$ cat config.mk
export PLATFORM = sky130hd
export DESIGN_NAME = pipe_hazard_ctrl_flat
export DESIGN_NICKNAME = d
export VERILOG_FILES = /design/src/rtl/cpu_ctrl_pkg.sv /design/src/rtl/pipe_hazard_ctrl_if.sv /design/src/rtl/hz_loaduse_det.sv /design/src/rtl/pipe_hazard_ctrl.sv /design/src/flat_wrapper.sv
export SDC_FILE = /design/constraint.sdc
export NUM_CORES = 1
export LEC_CHECK = 0
export CAP_MARGIN = 20
export CORE_MARGIN = 2
export CORE_UTILIZATION = 37
export DETAILED_ROUTE_END_ITERATION = 12
export PLACE_DENSITY_LB_ADDON = 0.2
export SYNTH_ARGS = -nofsm -noshare
export SYNTH_HDL_FRONTEND = slang
export SYNTH_HIERARCHICAL = 1
export SYNTH_SLANG_ARGS = --single-unit
$ cat constraint.sdc
create_clock -name clk -period 6.5 [get_ports clk]
set_clock_uncertainty 0.1 [all_clocks]
set_input_delay 1.95 -clock clk [delete_from_list [all_inputs] [get_ports clk]]
set_output_delay 1.95 -clock clk [all_outputs]
set_load 0.02 [all_outputs]
$ cat src/rtl/cpu_ctrl_pkg.sv
// Shared control-path types for the 5-stage core: hazard FSM state encoding
// and register-index / trap-latency defaults.
package cpu_ctrl_pkg;

  localparam int REG_W        = 5;
  localparam int TRAP_CYC_DEF = 2;
  localparam int CNT_W        = 3;

  typedef enum logic [1:0] {
    RUN  = 2'd0,
    WFI  = 2'd1,
    TRAP = 2'd2
  } hz_state_e;

endpackage

$ cat src/rtl/pipe_hazard_ctrl_if.sv
// Hazard-control bundle between pipe_hazard_ctrl (master) and the pipeline (slave).
// Optional HAZ_PERF_CNT_EN adds the stall/flush performance counters.
interface pipe_hazard_ctrl_if #(parameter int REG_W = cpu_ctrl_pkg::REG_W);

  logic             mem_stall;
  logic [REG_W-1:0] id_rs1;
  logic [REG_W-1:0] id_rs2;
  logic             id_rs1_used;
  logic             id_rs2_used;
  logic [REG_W-1:0] ex_rd;
  logic             ex_mem_read;
  logic             ex_branch_taken;
  logic             id_is_wfi;
  logic             id_is_mret;
  logic             intr_pending;

  logic             pc_en;
  logic             pc_load_vec;
  logic             if_id_enable;
  logic             if_id_nop;
  logic             if_id_flush;
  logic             id_ex_flush;
  logic             wfi_stall;
  logic             return_intr;
  logic             intr_take;
  logic [1:0]       state_o;
`ifdef HAZ_PERF_CNT_EN
  logic [31:0]      stall_cnt;
  logic [31:0]      flush_cnt;
`endif

  modport master (
    input  mem_stall, id_rs1, id_rs2, id_rs1_used, id_rs2_used, ex_rd,
           ex_mem_read, ex_branch_taken, id_is_wfi, id_is_mret, intr_pending,
    output pc_en, pc_load_vec, if_id_enable, if_id_nop, if_id_flush,
           id_ex_flush, wfi_stall, return_intr, intr_take, state_o
`ifdef HAZ_PERF_CNT_EN
    , output stall_cnt, flush_cnt
`endif
  );

  modport slave (
    output mem_stall, id_rs1, id_rs2, id_rs1_used, id_rs2_used, ex_rd,
           ex_mem_read, ex_branch_taken, id_is_wfi, id_is_mret, intr_pending,
    input  pc_en, pc_load_vec, if_id_enable, if_id_nop, if_id_flush,
           id_ex_flush, wfi_stall, return_intr, intr_take, state_o
`ifdef HAZ_PERF_CNT_EN
    , input stall_cnt, flush_cnt
`endif
  );

endinterface

$ cat src/rtl/hz_loaduse_det.sv
// Load-use detector: the load in EX writes a register the ID instruction reads.
module hz_loaduse_det
  import cpu_ctrl_pkg::*;
#(
  parameter int REG_W = cpu_ctrl_pkg::REG_W
) (
  input  logic             ex_mem_read,
  input  logic [REG_W-1:0] ex_rd,
  input  logic [REG_W-1:0] id_rs1,
  input  logic [REG_W-1:0] id_rs2,
  input  logic             id_rs1_used,
  input  logic             id_rs2_used,
  output logic             hazard
);

  logic rs1_hit, rs2_hit;

  // x0 is hardwired zero, so a load targeting it never creates a dependency
  assign rs1_hit = id_rs1_used && (id_rs1 == ex_rd);
  assign rs2_hit = id_rs2_used && (id_rs2 == ex_rd);
  assign hazard  = ex_mem_read && (ex_rd != '0) && (rs1_hit || rs2_hit);

endmodule

$ cat src/rtl/pipe_hazard_ctrl.sv
// Stall/flush sequencer for the 5-stage core: load-use, branch, WFI, trap entry, mret.
// Define HAZ_PERF_CNT_EN to add the stall_cnt / flush_cnt performance counters.
module pipe_hazard_ctrl
  import cpu_ctrl_pkg::*;
#(
  parameter int TRAP_CYC = cpu_ctrl_pkg::TRAP_CYC_DEF,
  parameter int REG_W    = cpu_ctrl_pkg::REG_W
) (
  input  logic                  clk,
  input  logic                  resetn,
  pipe_hazard_ctrl_if.master    hz
);

  localparam logic [CNT_W-1:0] CNT_INIT = CNT_W'(TRAP_CYC - 1);

  hz_state_e        state, state_nxt;
  logic [CNT_W-1:0] cnt, cnt_nxt;
  logic             lu_hazard;

  logic pc_en, pc_load_vec, if_id_enable, if_id_nop, if_id_flush;
  logic id_ex_flush, wfi_stall, return_intr, intr_take;

  hz_loaduse_det #(.REG_W(REG_W)) u_lu (
    .ex_mem_read (hz.ex_mem_read),
    .ex_rd       (hz.ex_rd),
    .id_rs1      (hz.id_rs1),
    .id_rs2      (hz.id_rs2),
    .id_rs1_used (hz.id_rs1_used),
    .id_rs2_used (hz.id_rs2_used),
    .hazard      (lu_hazard)
  );

  always_ff @(posedge clk or negedge resetn) begin
    if (!resetn) begin
      state <= RUN;
      cnt   <= '0;
    end else begin
      state <= state_nxt;
      cnt   <= cnt_nxt;
    end
  end

  always_comb begin
    state_nxt    = state;
    cnt_nxt      = cnt;
    pc_en        = 1'b0;
    pc_load_vec  = 1'b0;
    if_id_enable = 1'b0;
    if_id_nop    = 1'b0;
    if_id_flush  = 1'b0;
    id_ex_flush  = 1'b0;
    wfi_stall    = 1'b0;
    return_intr  = 1'b0;
    intr_take    = 1'b0;
    unique case (state)
      RUN: begin
        if (hz.mem_stall) begin
          if_id_nop = 1'b1;
        end else if (hz.intr_pending) begin
          // interrupt beats a same-cycle branch; CSR captures mepc from EX
          intr_take   = 1'b1;
          if_id_flush = 1'b1;
          id_ex_flush = 1'b1;
          cnt_nxt     = CNT_INIT;
          state_nxt   = TRAP;
        end else if (hz.ex_branch_taken) begin
          if_id_flush  = 1'b1;
          id_ex_flush  = 1'b1;
          pc_en        = 1'b1;
          if_id_enable = 1'b1;
        end else if (hz.id_is_mret) begin
          return_intr  = 1'b1;
          pc_en        = 1'b1;
          if_id_enable = 1'b1;
        end else if (hz.id_is_wfi) begin
          wfi_stall = 1'b1;
          state_nxt = WFI;
        end else if (lu_hazard) begin
          if_id_nop   = 1'b1;
          id_ex_flush = 1'b1;
        end else begin
          pc_en        = 1'b1;
          if_id_enable = 1'b1;
        end
      end
      WFI: begin
        wfi_stall = 1'b1;
        if (hz.intr_pending && !hz.mem_stall) begin
          intr_take   = 1'b1;
          if_id_flush = 1'b1;
          id_ex_flush = 1'b1;
          cnt_nxt     = CNT_INIT;
          state_nxt   = TRAP;
        end
      end
      TRAP: begin
        if_id_flush = 1'b1;
        id_ex_flush = 1'b1;
        if (!hz.mem_stall) begin
          if (cnt != '0) begin
            cnt_nxt = cnt - 1'b1;
          end else begin
            pc_load_vec  = 1'b1;
            pc_en        = 1'b1;
            if_id_enable = 1'b1;
            state_nxt    = RUN;
          end
        end
      end
      default: begin
        state_nxt = RUN;
        cnt_nxt   = '0;
      end
    endcase
  end

  assign hz.pc_en        = pc_en;
  assign hz.pc_load_vec  = pc_load_vec;
  assign hz.if_id_enable = if_id_enable;
  assign hz.if_id_nop    = if_id_nop;
  assign hz.if_id_flush  = if_id_flush;
  assign hz.id_ex_flush  = id_ex_flush;
  assign hz.wfi_stall    = wfi_stall;
  assign hz.return_intr  = return_intr;
  assign hz.intr_take    = intr_take;
  assign hz.state_o      = state;

`ifdef HAZ_PERF_CNT_EN
  logic [31:0] stall_cnt, flush_cnt;

  always_ff @(posedge clk or negedge resetn) begin
    if (!resetn) begin
      stall_cnt <= '0;
      flush_cnt <= '0;
    end else begin
      if (!pc_en)      stall_cnt <= stall_cnt + 32'd1;
      if (if_id_flush) flush_cnt <= flush_cnt + 32'd1;
    end
  end

  assign hz.stall_cnt = stall_cnt;
  assign hz.flush_cnt = flush_cnt;
`endif

endmodule

$ cat src/flat_wrapper.sv
// flat-port wrapper written by rule: the top's interface ports become plain ports
module pipe_hazard_ctrl_flat import cpu_ctrl_pkg::*;
#(
  parameter int TRAP_CYC = cpu_ctrl_pkg::TRAP_CYC_DEF,
  parameter int REG_W    = cpu_ctrl_pkg::REG_W
)
  (clk, resetn, hz_mem_stall, hz_id_rs1, hz_id_rs2, hz_id_rs1_used, hz_id_rs2_used, hz_ex_rd, hz_ex_mem_read, hz_ex_branch_taken, hz_id_is_wfi, hz_id_is_mret, hz_intr_pending, hz_pc_en, hz_pc_load_vec, hz_if_id_enable, hz_if_id_nop, hz_if_id_flush, hz_id_ex_flush, hz_wfi_stall, hz_return_intr, hz_intr_take, hz_state_o);
  pipe_hazard_ctrl_if #(.REG_W(REG_W)) hz_i ();
  input  logic clk;
  input  logic resetn;
  input wire logic [$bits(hz_i.mem_stall)-1:0] hz_mem_stall;
  input wire logic [$bits(hz_i.id_rs1)-1:0] hz_id_rs1;
  input wire logic [$bits(hz_i.id_rs2)-1:0] hz_id_rs2;
  input wire logic [$bits(hz_i.id_rs1_used)-1:0] hz_id_rs1_used;
  input wire logic [$bits(hz_i.id_rs2_used)-1:0] hz_id_rs2_used;
  input wire logic [$bits(hz_i.ex_rd)-1:0] hz_ex_rd;
  input wire logic [$bits(hz_i.ex_mem_read)-1:0] hz_ex_mem_read;
  input wire logic [$bits(hz_i.ex_branch_taken)-1:0] hz_ex_branch_taken;
  input wire logic [$bits(hz_i.id_is_wfi)-1:0] hz_id_is_wfi;
  input wire logic [$bits(hz_i.id_is_mret)-1:0] hz_id_is_mret;
  input wire logic [$bits(hz_i.intr_pending)-1:0] hz_intr_pending;
  output wire logic [$bits(hz_i.pc_en)-1:0] hz_pc_en;
  output wire logic [$bits(hz_i.pc_load_vec)-1:0] hz_pc_load_vec;
  output wire logic [$bits(hz_i.if_id_enable)-1:0] hz_if_id_enable;
  output wire logic [$bits(hz_i.if_id_nop)-1:0] hz_if_id_nop;
  output wire logic [$bits(hz_i.if_id_flush)-1:0] hz_if_id_flush;
  output wire logic [$bits(hz_i.id_ex_flush)-1:0] hz_id_ex_flush;
  output wire logic [$bits(hz_i.wfi_stall)-1:0] hz_wfi_stall;
  output wire logic [$bits(hz_i.return_intr)-1:0] hz_return_intr;
  output wire logic [$bits(hz_i.intr_take)-1:0] hz_intr_take;
  output wire logic [$bits(hz_i.state_o)-1:0] hz_state_o;
  assign hz_i.mem_stall = hz_mem_stall;
  assign hz_i.id_rs1 = hz_id_rs1;
  assign hz_i.id_rs2 = hz_id_rs2;
  assign hz_i.id_rs1_used = hz_id_rs1_used;
  assign hz_i.id_rs2_used = hz_id_rs2_used;
  assign hz_i.ex_rd = hz_ex_rd;
  assign hz_i.ex_mem_read = hz_ex_mem_read;
  assign hz_i.ex_branch_taken = hz_ex_branch_taken;
  assign hz_i.id_is_wfi = hz_id_is_wfi;
  assign hz_i.id_is_mret = hz_id_is_mret;
  assign hz_i.intr_pending = hz_intr_pending;
  assign hz_pc_en = hz_i.pc_en;
  assign hz_pc_load_vec = hz_i.pc_load_vec;
  assign hz_if_id_enable = hz_i.if_id_enable;
  assign hz_if_id_nop = hz_i.if_id_nop;
  assign hz_if_id_flush = hz_i.if_id_flush;
  assign hz_id_ex_flush = hz_i.id_ex_flush;
  assign hz_wfi_stall = hz_i.wfi_stall;
  assign hz_return_intr = hz_i.return_intr;
  assign hz_intr_take = hz_i.intr_take;
  assign hz_state_o = hz_i.state_o;
  pipe_hazard_ctrl #(.TRAP_CYC(TRAP_CYC), .REG_W(REG_W)) u_core (.clk(clk), .resetn(resetn), .hz(hz_i));
endmodule
==> results.txt <==
- Setup repair after global routing missed its margin: no
- Number of distinct library cells after synthesis: 31
- After the first detailed-routing iteration, the DRC count stood at 11.
- After Yosys synthesis, full adders, half adders and majority gates account for 4.72% of the synthesized area.
* Number of buffers between clock root and the deepest sink: 2
- 0 antenna diodes ended up in the layout.
- In the synthesized netlist, the number of instances is 66.
- Count of flip-flops with a built-in enable after synthesis: 0
- The die is 41.9 microns tall.
- Data required time of the worst path: 4.45 ns
- In this run the worst path has a maximum fanout of 3.
* Overflow left after global routing: 0
- Worst Setup Start Kind: input port
- In this run the tightest slew margin relative to its limit is 74.9%.
- Share of the synthesized netlist area taken by xor and xnor gates: 16.5%
* Final hold violations: 0
- Initial antenna violation count: 0
- Ratio of final minimum period to clock period: 95.0%
- The cell that appears most often on the critical path is sky130_fd_sc_hd__clkdlybuf4s50_1.
- Counting flops with an async set or reset pin after synthesis yields a share of 100%.
- Post-Synthesis Net Count: 93
- Number of buffers created by CTS: 3
- Dividing total power by cell area gives a power density of 250 nW/um^2.
- The largest single stage delay on the critical path is 0.62 ns.
- For the pin with the worst max-slew slack, the measured transition is 0.376 ns.
- Antenna viol nets, final: 0
* Total of buffers placed on input and output ports: 35
- Hold Worst Slack: 0.416 ns
* Number of hold buffers added after CTS: 0
* Critical path buffers and inverters: 2
- Across the run, the number of max-cap violations was 0.
- Row generation in the floorplan step produced 13 rows.
- Yosys attributes the largest share of cell area to sky130_fd_sc_hd__dfrtp_1 24%, sky130_fd_sc_hd__xor2_1 13%, sky130_fd_sc_hd__inv_1 5.0%.
- The most used flip-flop cell after synthesis is sky130_fd_sc_hd__dfrtp_1.
- Top cell type by total area after synthesis: sky130_fd_sc_hd__dfrtp_1
- Proportion of netlist area held by the largest area contributor: 23.6%
- In the final design database the tool counted 129 nets.
- Detailed placement finished with a half-perimeter wire length of 1140 microns.
- Layout cells sized above 1: 4.95%
- For the finished layout, the period the worst path requires is 6.18 ns.
- I/O Pins: 36
- Area of the mapped netlist: 531 sq um
* Routability cong.: 0.826
* Maximum number of pins on one net before global-route repair: 14
* H-tree level count: 1
* Finish-stage setup viols: 0
- Clock tree from TritonCTS: done
- DRT Pass-1 Iters: 4
- After detailed routing, the average wire length per cell comes to 11.8 microns.
- Main combinational cell family by area after synthesis: simple AND/OR/NAND/NOR gates
- Summed over all failing endpoints, the final setup total negative slack is 0 ns.
* Number of buffers inserted to repair setup after CTS: 0
* Total length of routed wires: 1370 microns
- Yosys instantiated no cell more often than sky130_fd_sc_hd__xor2_1.
- Max Freq: 162 MHz
* Average vias per placed instance: 5.16
- The flow ran to the end, and the final reports show no timing, DRC or antenna violations.
- Final max-slew violation count: 0
- For this run, design rule violations remaining after detail routing come to 0.
- From synthesis to final layout, the design area changed by 70.5%.
- For this design, the sink count on the clock tree is 5.
* Global-route wire length before repair: 2240 microns
* Yosys warning count: 6
- The critical path goes through clkdlybuf4s50_1, xor2_1, nor4_2, nand3_1, a21oi_1, a31oi_1, nor3_1, clkdlybuf4s50_1.
- Share of synthesized area spent on multiplexers: 2.12%
- The average instance in the mapped netlist occupies 8.04 sq um.
* Highest ir drop seen on vdd: 0.134 mV
- Arrival time at the worst endpoint: 4.13 ns
* Full die area: 1750 sq um
- Area of the core: 1320 sq um
- The number of global-route vias before repair was 570.
* Simple-gate area share of the yosys netlist: 25.5%
- The tightest min-delay check is of the flop to flop type.
- Among all stages on the critical path, the largest delay is contributed by sky130_fd_sc_hd__clkdlybuf4s50_1.
- Summing over every cut layer, the via total after detailed routing is 599.
* Reg clk slew, reported paths: 0.04 ns
* Kind of cell with the highest combined delay on the critical path: buffers and inverters
* Synthesized-area fraction occupied by ao, oa, aoi and oai cells: 18.6%
- In this run the horizontal extent of the chip is 41.9 microns.
* Category of the worst setup path capture point: output pin
* CTS root buffer: sky130_fd_sc_hd__clkbuf_4
- #FFs+latches synth: 5
* Crit Path Class: input port to output pin
- Global-route usage over all layers: 16.6%
- Leakage power total: 0.371 nW
- The number of gates resized after CTS was 0.
- After synthesis, flip-flops and latches occupy 23.6% of the total area.
- Sorting the synthesized cells by how often they occur yields 8 x sky130_fd_sc_hd__xor2_1, 7 x sky130_fd_sc_hd__inv_1, 5 x sky130_fd_sc_hd__dfrtp_1.
- Once the floorplan was initialized, standard cells occupied 40.3% of the core.
* Later-pin clock latency in the skew report: 0.24 ns
## final cells by class
type | instances | area [sq um]
inverter | 7 | 26.3
clock buffer | 4 | 26.3
sequential | 5 | 125
fill | 116 | 413
timing repair buffer | 35 | 350
tap | 15 | 18.8
multi-input combinational | 50 | 358
## per-layer routing
metal  global-route usage, %  up-vias  part of all wire, %  routed length [microns]
li1                        -      305                    -                        -
met2                    30.0       27                   54                      732
met3                    3.91        2                  6.7                       92
met5                       0        -                    0                        0
met1                    17.6      265                   39                      535
met4                    8.39        0                 0.37                        5
## report_power, final
group,internal (W),total [W],switching [W]
Combinational,0.0000729,0.000135,0.0000621
Sequential,0.0000420,0.0000565,0.0000145
Clock,0.0000231,0.0000347,0.0000116
Total,0.000138,0.000226,0.0000882
## path summary, 6_finish.rpt
check | startpoint | end | slack [ns] | cells past startpoint
worst min register to register | u_core/cnt[2] | u_core/cnt[2] | 0.42 | 1
worst max register to register | u_core/cnt[0] | u_core/cnt[0] | 4.90 | 6
max in group asynchronous | resetn | u_core/cnt[1] | 4.29 | 1
min in group asynchronous | resetn | u_core/cnt[2] | 1.83 | 1
worst min-delay path | u_core/cnt[2] | u_core/cnt[2] | 0.42 | 1
worst max-delay path | hz_ex_rd[0] | hz_if_id_nop | 0.32 | 8
## flip-flops by register name, indices dropped and copies added (netlist names)
signal and count:
u_core/cnt 3, u_core/hz.state_o 2
## per-stage QoR
step                instances  power (W)  utilization (%)  area (sq um)  worst slack [ns]
detailed placement        112   0.000192             66.7           878             0.320
CTS                       116   0.000228             68.7           905             0.320
global route              116   0.000245             68.7           905             0.116
floorplan                  66   0.000135                -           531              1.24
finish                    116   0.000226             68.7           905             0.324
global placement          112   0.000190             66.7           878             0.352
## kinds of logic after synthesis
kind of cell,after synthesis
fa+ha+maj,2
mux,1
simple gates,21
compound gates,16
buf+inv,11
xor+xnor,10
flops,5
## cells in the final DEF (no fill, tap or decap), drive strengths merged, types with 2 or more instances in the layout
cell type	count
a31o	2
xor2	8
o21ai	6
a21oi	2
nand3	2
inv	7
a31oi	3
clkbuf	4
nor4bb	2
nor2	3
xnor2	2
dfrtp	5
clkdlybuf4s50	35
nor3	3
nor4	3
ha	2
Power figures use the tool's default switching activity.
